==> src/rtl/fft_job_sched.sv <==
// fft_job_sched: shares one fft accelerator between two AXI-Stream requesters.
//
// Requesters s00/s01 are arbitrated round-robin. The granted requester streams
// SIZE operand beats into the accelerator (acc_axis). acc_start then pulses for
// one cycle. The accelerator result frame (acc_res) is then passed to m00_axis.
// m00_axis_tid carries the owning requester.
//
// Ports
//   s00_axi_aclk / s00_axi_aresetn   clock, synchronous active-low reset
//   s00_axis_*, s01_axis_*           requester operand streams (in)
//   acc_axis_*                       operand stream to fft core (out)
//   acc_start                        one-cycle start pulse to fft core
//   acc_res_*                        result stream from fft core (in)
//   m00_axis_*, m00_axis_tid         tagged result stream (out)
//   busy, len_err, err, job_count    status
//
// Optional feature: define FFT_SCHED_WDT_EN to enable the DRAIN watchdog.
// The watchdog aborts a job after TIMEOUT_CYCLES cycles without a result beat
// and sets err. Without the macro, err is tied low and DRAIN waits forever.
//
// state | meaning
// IDLE  | no job; arbitrate requesters, register grant
// LOAD  | stream SIZE beats from granted requester into accelerator
// START | acc_start high for this single cycle
// DRAIN | forward result frame to m00 until tlast is accepted
module fft_job_sched #(
  parameter int SIZE           = 2,
  parameter int DATA_WIDTH     = 32,
  parameter int TIMEOUT_CYCLES = 1024
) (
  input  logic                  s00_axi_aclk,
  input  logic                  s00_axi_aresetn,
  input  logic [DATA_WIDTH-1:0] s00_axis_tdata,
  input  logic                  s00_axis_tvalid,
  input  logic                  s00_axis_tlast,
  output logic                  s00_axis_tready,
  input  logic [DATA_WIDTH-1:0] s01_axis_tdata,
  input  logic                  s01_axis_tvalid,
  input  logic                  s01_axis_tlast,
  output logic                  s01_axis_tready,
  output logic [DATA_WIDTH-1:0] acc_axis_tdata,
  output logic                  acc_axis_tvalid,
  output logic                  acc_axis_tlast,
  input  logic                  acc_axis_tready,
  output logic                  acc_start,
  input  logic [DATA_WIDTH-1:0] acc_res_tdata,
  input  logic                  acc_res_tvalid,
  input  logic                  acc_res_tlast,
  output logic                  acc_res_tready,
  output logic [DATA_WIDTH-1:0] m00_axis_tdata,
  output logic                  m00_axis_tvalid,
  output logic                  m00_axis_tlast,
  input  logic                  m00_axis_tready,
  output logic                  m00_axis_tid,
  output logic                  busy,
  output logic                  len_err,
  output logic                  err,
  output logic [15:0]           job_count
);

  localparam int CNT_W = (SIZE > 1) ? $clog2(SIZE) : 1;
  localparam logic [CNT_W-1:0] LAST_BEAT = CNT_W'(SIZE - 1);

  typedef enum logic [1:0] {IDLE, LOAD, START, DRAIN} state_t;

  state_t           state, state_nxt;
  logic             grant, grant_nxt;
  logic             last_grant, last_grant_nxt;
  logic [CNT_W-1:0] word_cnt, word_cnt_nxt;
  logic [15:0]      job_count_nxt;
  logic             len_err_nxt;
  logic             acc_start_nxt;

  logic [DATA_WIDTH-1:0] req_tdata;
  logic                  req_tvalid;
  logic                  req_tlast;
  logic                  load_fire;
  logic                  res_fire;
  logic                  wdt_expired;

  assign req_tdata  = grant ? s01_axis_tdata  : s00_axis_tdata;
  assign req_tvalid = grant ? s01_axis_tvalid : s00_axis_tvalid;
  assign req_tlast  = grant ? s01_axis_tlast  : s00_axis_tlast;

  assign load_fire = (state == LOAD)  && req_tvalid && acc_axis_tready;
  assign res_fire  = (state == DRAIN) && acc_res_tvalid && m00_axis_tready;

  assign busy         = (state != IDLE);
  assign m00_axis_tid = grant;

  // Stream muxing: handshakes are only opened in the phase that owns them, so
  // early accelerator results and ungranted requesters are held off.
  always_comb begin
    s00_axis_tready = 1'b0;
    s01_axis_tready = 1'b0;
    acc_axis_tdata  = req_tdata;
    acc_axis_tvalid = 1'b0;
    acc_axis_tlast  = 1'b0;
    acc_res_tready  = 1'b0;
    m00_axis_tdata  = acc_res_tdata;
    m00_axis_tvalid = 1'b0;
    m00_axis_tlast  = 1'b0;
    if (state == LOAD) begin
      s00_axis_tready = !grant && acc_axis_tready;
      s01_axis_tready =  grant && acc_axis_tready;
      acc_axis_tvalid = req_tvalid;
      // tlast is regenerated from the beat count; upstream tlast is only checked
      acc_axis_tlast  = (word_cnt == LAST_BEAT);
    end
    if (state == DRAIN) begin
      acc_res_tready  = m00_axis_tready;
      m00_axis_tvalid = acc_res_tvalid;
      m00_axis_tlast  = acc_res_tlast;
    end
  end

  always_comb begin
    state_nxt      = state;
    grant_nxt      = grant;
    last_grant_nxt = last_grant;
    word_cnt_nxt   = word_cnt;
    job_count_nxt  = job_count;
    len_err_nxt    = len_err;
    acc_start_nxt  = 1'b0;
    case (state)
      IDLE: begin
        if (s00_axis_tvalid || s01_axis_tvalid) begin
          grant_nxt = (s00_axis_tvalid && s01_axis_tvalid) ? !last_grant : s01_axis_tvalid;
          state_nxt = LOAD;
        end
      end
      LOAD: begin
        if (load_fire) begin
          if (req_tlast != (word_cnt == LAST_BEAT)) len_err_nxt = 1'b1;
          if (word_cnt == LAST_BEAT) begin
            word_cnt_nxt  = '0;
            acc_start_nxt = 1'b1;
            state_nxt     = START;
          end else begin
            word_cnt_nxt = word_cnt + 1'b1;
          end
        end
      end
      START: state_nxt = DRAIN;
      DRAIN: begin
        if (res_fire && acc_res_tlast) begin
          state_nxt      = IDLE;
          last_grant_nxt = grant;
          job_count_nxt  = job_count + 16'd1;
        end else if (wdt_expired) begin
          state_nxt      = IDLE;
          last_grant_nxt = grant;
        end
      end
      default: state_nxt = IDLE;
    endcase
  end

  always_ff @(posedge s00_axi_aclk) begin
    if (!s00_axi_aresetn) begin
      state      <= IDLE;
      grant      <= 1'b0;
      last_grant <= 1'b1;
      word_cnt   <= '0;
      job_count  <= '0;
      len_err    <= 1'b0;
      acc_start  <= 1'b0;
    end else begin
      state      <= state_nxt;
      grant      <= grant_nxt;
      last_grant <= last_grant_nxt;
      word_cnt   <= word_cnt_nxt;
      job_count  <= job_count_nxt;
      len_err    <= len_err_nxt;
      acc_start  <= acc_start_nxt;
    end
  end

`ifdef FFT_SCHED_WDT_EN
  logic [15:0] wdt_cnt;
  logic        err_q;

  // An accepted beat restarts the count, so it never expires on a live stream.
  assign wdt_expired = (state == DRAIN) && !res_fire &&
                       (wdt_cnt == 16'(TIMEOUT_CYCLES - 1));
  assign err = err_q;

  always_ff @(posedge s00_axi_aclk) begin
    if (!s00_axi_aresetn) begin
      wdt_cnt <= '0;
      err_q   <= 1'b0;
    end else begin
      if (state == START || res_fire) wdt_cnt <= '0;
      else if (state == DRAIN)        wdt_cnt <= wdt_cnt + 16'd1;
      if (wdt_expired) err_q <= 1'b1;
    end
  end
`else
  assign wdt_expired = 1'b0;
  assign err         = 1'b0;
`endif

endmodule

==> config.mk <==
export PLATFORM = sky130hd
export DESIGN_NAME = fft_job_sched
export DESIGN_NICKNAME = d
export VERILOG_FILES = /design/src/rtl/fft_job_sched.sv
export SDC_FILE = /design/constraint.sdc
export NUM_CORES = 1
export LEC_CHECK = 0
export ABC_AREA = 1
export BUFFER_PORTS_ARGS = -buffer_cell sky130_fd_sc_hd__buf_2
export CAP_MARGIN = 20
export CORE_MARGIN = 5
export CORE_UTILIZATION = 35
export CTS_CLUSTER_SIZE = 14
export DETAILED_ROUTE_END_ITERATION = 12
export PLACE_DENSITY = 0.81
export SYNTH_ARGS = -nofsm -noshare
export SYNTH_HDL_FRONTEND = slang
export SYNTH_SLANG_ARGS = --single-unit
==> constraint.sdc <==
create_clock -name s00_axi_aclk -period 2.2 [get_ports s00_axi_aclk]
set_clock_uncertainty 0.2 [all_clocks]
set_input_delay 0.22 -clock s00_axi_aclk [delete_from_list [all_inputs] [get_ports s00_axi_aclk]]
set_output_delay 0.22 -clock s00_axi_aclk [all_outputs]
set_load 0.02 [all_outputs]
==> Implementation_results.wiki, run 1 <==
{| class="wikitable"
! Metric !! Value
|-
| Outcome || complete, no violations
|-
| Total placed instance area || between 0.002 and 0.0025 mm^2
|-
| Largest net degree at the start of global routing || 34
|-
| Clock transition time at the flip-flop clock pins of the worst setup and hold paths || approximately 0.080 ns
|-
| Library cells used by synthesis || 25
|-
| Number of vias after detailed routing || about 2200
|-
| Post-synthesis simple-gate area fraction || roughly two fifths
|-
| Clock latency on the worst-skew pair || 0.26 ns
|-
| Area Overhead vs Synth || 27.9%
|-
| Layout filler cell count || 562
|-
| Antenna violations before repair || 1
|-
| IO Port Bufs || roughly 130
|-
| Final instance area || roughly 0.0024 mm^2
|-
| Length of the first detailed-routing pass in iterations || 4
|-
| Number of cells traversed by the worst register-to-register path || 9
|-
| Count of nets left with antenna violations after detail routing || 0
|-
| Post-CTS resize count || 0
|-
| Post-synthesis xor/xnor area fraction || 0.937%
|-
| Number of nets in the layout || between 500 and 600
|-
| Leakage power total || ~1.5 nW
|-
| Routability congestion estimate from global placement || roughly 0.84
|-
| Worst R2R Setup Slack || ~0.43 ns
|-
| Nature of the critical path startpoint || flop
|-
| Total global routing overflow || 0
|-
| Drt wl/cell || between 10 and 15 um
|-
| Mean number of vias per cell || around 4.5
|-
| Maximum clock frequency || between 500 and 600 MHz
|-
| Final setup fails || 0
|-
| Nature of the critical path endpoint || output port
|-
| Wire length of the first global-routing pass || between 9000 and 10000 um
|-
| Worst hold stages || 3
|-
| Mean cell area of the mapped netlist || roughly 6 um^2
|-
| Final hold violation count || 0
|-
| Areal power density over the cells || 645 mW/mm^2
|-
| Total negative slack for setup checks || 0 ns
|-
| Final critical path time including I/O delays and setup || 1.93 ns
|-
| Critical path fanouts, max || 28
|-
| Number of global-route vias before repair || 1998
|-
| Hold buffer count at CTS || 0
|-
| Share of the yosys chip area belonging to registers || between 20% and 30%
|-
| Detailed-placement wirelength estimate || between 4000 and 5000 um
|-
| IO Pins || about 200
|-
| Die area || between 0.006 and 0.007 mm^2
|-
| Endpoint with the worst hold slack || acc_start
|-
| Root Buffer || sky130_fd_sc_hd__clkbuf_8
|-
| Post-synthesis cell area || 0.00187 mm^2
|-
| Remaining DRCs || 0
|-
| Total wirelength of the detailed-routed design || around 6000 um
|-
| Multiplexer fraction of the synthesized cell area || 0%
|-
| Main combinational cell family by area after synthesis || simple AND/OR/NAND/NOR gates
|-
| Commonest cells after routing, fill and taps aside || sky130_fd_sc_hd__nand2_1, sky130_fd_sc_hd__buf_2, sky130_fd_sc_hd__nor2_1, sky130_fd_sc_hd__inv_1, sky130_fd_sc_hd__dfxtp_1
|-
| Critical path arrival || approximately 1.5 ns
|-
| Final Slew Violations || 0
|-
| Source of the worst register-to-register timing path || state[0]
|-
| Max Cap Violations || 0
|-
| CTS tree || built
|-
| CTS sink count || 23
|-
| Initial DRC Count || 90
|-
| Critical register-to-register path endpoint || job_count[13]
|-
| Synthesized-area fraction occupied by ao, oa, aoi and oai cells || about 7.6%
|-
| Post-Syn Nets || around 430
|-
| H-tree lvl count || 1
|-
| Fin crit share || ~90%
|-
| Overall Global Routing Usage || ~16%
|-
| Die span in y || around 83 um
|-
| Max Root-Sink Buffers || 2
|-
| Initial Utilization || between 30 and 40%
|-
| Unrepaired setup endpoints after global routing || false
|-
| Post-CTS Setup Inserts || 0
|-
| Mapped Cells || between 300 and 400
|-
| Adder-cell share of the synthesized area || 4.02%
|-
| Type of the most critical hold path || input pin to flop
|-
| Total of warnings raised by yosys || 0
|-
| Maximum VDD drop || approximately 0.4 mV
|-
| Data required time of the critical path || around 1.8 ns
|-
| Synthesis-stage register bit count || 23
|-
| Die width || around 83 um
|-
| Fraction of layout instances using a drive strength above 1 || between 30% and 40%
|-
| Start point of the worst min-delay path || acc_axis_tready
|-
| Area of the placeable core || 0.00514 mm^2
|-
| TritonCTS Buffers || 3
|-
| Total number of placement rows || 26
|-
| Crit Path Class || flop to output port
|}
## critical path, stage by stage, from the launching register on
cell,delay (ns)
sky130_fd_sc_hd__dfxtp_1,0.54
sky130_fd_sc_hd__buf_4,0.35
sky130_fd_sc_hd__nand2_1,0.09
sky130_fd_sc_hd__nand2_1,0.09
sky130_fd_sc_hd__buf_2,0.16
## power by group
part	switching (W)	internal (W)	leakage, nW	total (W)
combinational	0.000525	0.000278	1.25	0.000803
sequential	0.0000342	0.000445	0.186	0.000479
clock	0.000132	0.000129	0.0228	0.000261
total	0.000691	0.000852	1.45	0.00154
## cells by family after synthesis
logic type | after synthesis
and+or+nand+nor | 189
buffers and inverters | 67
AOI/OAI and AO/OA | 27
adders and majority gates | 6
DFF | 23
xor gates and xnor gates | 2
other | 1
## flip-flops by register name (all words and copies together) (netlist names)
| signal | flops |
|---|---|
| job_count | 16 |
| state | 2 |
| acc_start | 1 |
| last_grant | 1 |
| len_err | 1 |
| m00_axis_tid | 1 |
| word_cnt | 1 |
## metrics by stage
stage	instances	total power, W	hold WS, ns	setup WS, ns	utilization, %
6_report	483	0.00154	0.0686	0.272	46.5
5_1_grt	483	0.00166	0.0584	0.137	46.5
4_1_cts	482	0.00155	0.0660	0.272	46.5
3_5_place_dp	478	0.00129	0.240	0.427	45.6
3_3_place_gp	478	0.00127	0.240	0.524	45.6
2_1_floorplan	315	0.00109	0.156	0.545	-
## layer usage
layer  part of all wire [%]  routed length [um]  GRT usage, %  vias to the layer above
met5                      0                   0             0                        -
met4                    1.3                  80          4.46                        0
met3                    9.0                 539          5.35                        8
met2                     49                2910          28.4                      108
met1                     41                2460          18.9                      906
li1                       -                   -             -                     1132
## worst max-delay path by stage
stage	start	endpoint	cells after the start
2_1_floorplan	m00_axis_tid	state[0]	8
4_1_cts	m00_axis_tid	acc_axis_tdata[17]	4
3_3_place_gp	state[0]	job_count[8]	6
3_5_place_dp	state[0]	job_count[10]	7
5_1_grt	m00_axis_tid	acc_axis_tdata[18]	5
6_report	m00_axis_tid	acc_axis_tdata[17]	4
## cells in the mapped netlist (all sizes together)
cell    number  share of area [%]
nand4        3                1.0
xor2         2               0.94
o21ai        8                2.1
o21a         2               0.80
nor2        32                7.7
and3         1               0.40
nand3       15                4.3
ha           6                4.0
o211ai       1               0.40
conb         1               0.20
inv         26                5.2
a21oi       16                4.3
clkbuf       7                1.9
buf         34                 14
dfxtp       23                 25
nand2      134                 27
nor3         4                1.1
## area by class of cell
type | count | area, um^2 | area share (%)
multi-input combinational | 225 | 1020 | 42.8
timing repair buffer | 134 | 676 | 28.3
sequential | 23 | 460 | 19.3
tap | 70 | 87.6 | 3.66
clock buffer | 4 | 45.0 | 1.88
antenna | 1 | 2.50 | 0.105
inverter | 26 | 97.6 | 4.08
No activity file was read; power rests on OpenSTA's default activity.
==> run 2: changes to the inputs <==
==> constraint.sdc (replaced) <==
create_clock -name s00_axi_aclk -period 2.2 [get_ports s00_axi_aclk]
set_clock_uncertainty 0.2 [all_clocks]
set_input_delay 0.33 -clock s00_axi_aclk [delete_from_list [all_inputs] [get_ports s00_axi_aclk]]
set_output_delay 0.33 -clock s00_axi_aclk [all_outputs]
set_load 0.02 [all_outputs]
==> run 2 against run 1 <==
Sequential power shrank 1%. Count of clock-buffer cells in the layout unchanged. Sequential share of layout area down 0.060 points. Via count up 0.88%. Routed wire length is 0.75% lower. Register-to-register slack got worse by 0.05 ns. Critical path type unchanged. Largest cell class unchanged. Largest power group unchanged.
==> Implementation_results.wiki, run 2 (synthesized netlist as in run 1, its figures left out) <==
{| class="wikitable"
! Metric !! Value
|-
| Largest net degree at the start of global routing || 33
|-
| Data required time of the critical path || 1.67 ns
|-
| Maximum VDD drop || approximately 0.54 mV
|-
| Source of the worst register-to-register timing path || state[0]
|-
| CTS tree || built
|-
| Endpoint with the worst hold slack || acc_start
|-
| Post-CTS resize count || 0
|-
| Fin crit share || between 80% and 90%
|-
| Fraction of layout instances using a drive strength above 1 || between 30% and 40%
|-
| Flip-flop count of the largest register, all copies and words added || 16
|-
| TritonCTS Buffers || 3
|-
| CTS sink count || 23
|-
| Leakage power total || about 1.5 nW
|-
| Remaining DRCs || 0
|-
| Number of standard cells in the layout, taps in and fillers out || 484
|-
| Register with the most flip-flops || job_count
|-
| Clock transition time at the flip-flop clock pins of the worst setup and hold paths || around 0.080 ns
|-
| Number of nets in the layout || between 500 and 600
|-
| Detailed-placement wirelength estimate || 5010 um
|-
| Tightest hold margin || approximately 0.16 ns
|-
| Met1 Use GR || between 10% and 20%
|-
| Crit Path Class || flop to output port
|-
| Die span in y || just over 80 um
|-
| Pre-CTS setup slack || slightly above 0.4 ns
|-
| Clock latency on the worst-skew pair || approximately 0.26 ns
|-
| Final Slew Violations || 0
|-
| Overall Global Routing Usage || between 10% and 20%
|-
| Total number of placement rows || 26
|-
| Number of global-route vias before repair || ~2000
|-
| Max Cap Violations || 0
|-
| Type of the most critical hold path || input pin to flop
|-
| Start point of the worst min-delay path || acc_axis_tready
|-
| Nature of the critical path startpoint || flop
|-
| Worst R2R Setup Slack || 0.38 ns
|-
| Final setup fails || 0
|-
| Drt wl/cell || approximately 12 um
|-
| Root Buffer || sky130_fd_sc_hd__clkbuf_8
|-
| Largest incremental delay on the critical path || roughly 0.34 ns
|-
| Total global routing overflow || 0
|-
| WP buf/inv || 3
|-
| Nature of the critical path endpoint || output port
|-
| Die width || between 80 and 90 um
|-
| Die area || 0.00690 mm^2
|-
| Area Overhead vs Synth || 28.3%
|-
| IO Pins || approximately 200
|-
| Critical register-to-register path endpoint || job_count[8]
|-
| Critical path fanouts, max || 5
|-
| Total negative slack for setup checks || 0 ns
|-
| Cell-by-cell listing of the critical path || inv_1 -> ha_1 -> inv_1 -> nor3_1 -> buf_2
|-
| Number of cells traversed by the worst register-to-register path || 6
|-
| Initial Utilization || between 30 and 40%
|-
| Hold buffer count at CTS || 0
|-
| Outcome || complete, no violations
|-
| Largest registers || job_count: 16 flops, state: 2 flops
|-
| Critical Path Slowest Stage Cell || sky130_fd_sc_hd__dfxtp_1
|-
| Total placed cells including tap cells || about 480
|-
| Wire length of the first global-routing pass || roughly 9600 um
|-
| IO Port Bufs || ~130
|-
| Worst path most repeated cell || sky130_fd_sc_hd__inv_1
|-
| Unrepaired setup endpoints after global routing || false
|-
| Launch point of the worst path || state[1]
|-
| Mean number of vias per cell || approximately 4.5
|-
| Total wirelength of the detailed-routed design || 5950 um
|-
| Length of the first detailed-routing pass in iterations || 4
|-
| Peak-usage layer in the global routing report || met2
|-
| Maximum clock frequency || roughly 520 MHz
|-
| Worst hold stages || 3
|-
| Met2 Track Usage GR || between 20% and 30%
|-
| Number of vias after detailed routing || approximately 2200
|-
| Cell type group with the largest total delay on the critical path || buffers and inverters
|-
| Max Root-Sink Buffers || 2
|-
| Antenna violations before repair || 1
|-
| Critical path arrival || between 1 and 1.5 ns
|-
| Commonest cells after routing, fill and taps aside || sky130_fd_sc_hd__nand2_1, sky130_fd_sc_hd__buf_2, sky130_fd_sc_hd__nor2_1, sky130_fd_sc_hd__inv_1, sky130_fd_sc_hd__dfxtp_1
|-
| Routability congestion estimate from global placement || 0.831
|-
| H-tree lvl count || 1
|-
| Met3 track demand over resource || 6.63%
|-
| Setup WS post-layout || 0.269 ns
|-
| Area of the placeable core || ~0.0051 mm^2
|-
| Areal power density over the cells || between 600 and 700 mW/mm^2
|-
| Final critical path time including I/O delays and setup || 1.93 ns
|-
| Count of nets left with antenna violations after detail routing || 0
|-
| Post-CTS Setup Inserts || 0
|-
| Final hold violation count || 0
|-
| Initial DRC Count || 56
|}
-- run 2: layout make-up --
type | count | area, um^2
inverters | 26 | 97.6
repair buffers | 135 | 683
multi-input cells | 225 | 1020
flip-flops and latches | 23 | 460
diodes | 1 | 2.50
well taps | 70 | 87.6
fillers | 517 | 2740
clock buffers | 4 | 45.0
-- run 2: tightest hold or removal path, delay by kind of cell --
kind                   cells  cell delay (ns)
AND/OR/NAND/NOR            2             0.15
buffers and inverters      1             0.11
-- run 2: how the worst max path moves through the flow --
stage,endpoint,cells past startpoint
floorplan,s01_axis_tready,3
global placement,job_count[8],6
detailed placement,job_count[8],6
CTS,s01_axis_tready,5
global route,s01_axis_tready,5
finish,s00_axis_tready,5
-- run 2: report_power, final --
| part | switching (W) | internal [W] | leakage (nW) |
|---|---|---|---|
| Clock | 0.000134 | 0.000129 | 0.0228 |
| Sequential | 0.0000277 | 0.000445 | 0.186 |
| Combinational | 0.000529 | 0.000280 | 1.25 |
-- run 2: routing by layer --
layer / wire length [um] / vias up
met4: 93 / 0
met5: 0 / -
met3: 491 / 6
li1: - / 1134
met2: 2850 / 88
met1: 2520 / 945
-- run 2: through the flow --
stage / power, W / instance area (um^2) / util (%)
floorplan: 0.00109 / 1870 / -
global placement: 0.00128 / 2350 / 45.7
detailed placement: 0.00129 / 2350 / 45.7
CTS: 0.00155 / 2400 / 46.6
global route: 0.00167 / 2400 / 46.7
finish: 0.00154 / 2400 / 46.7
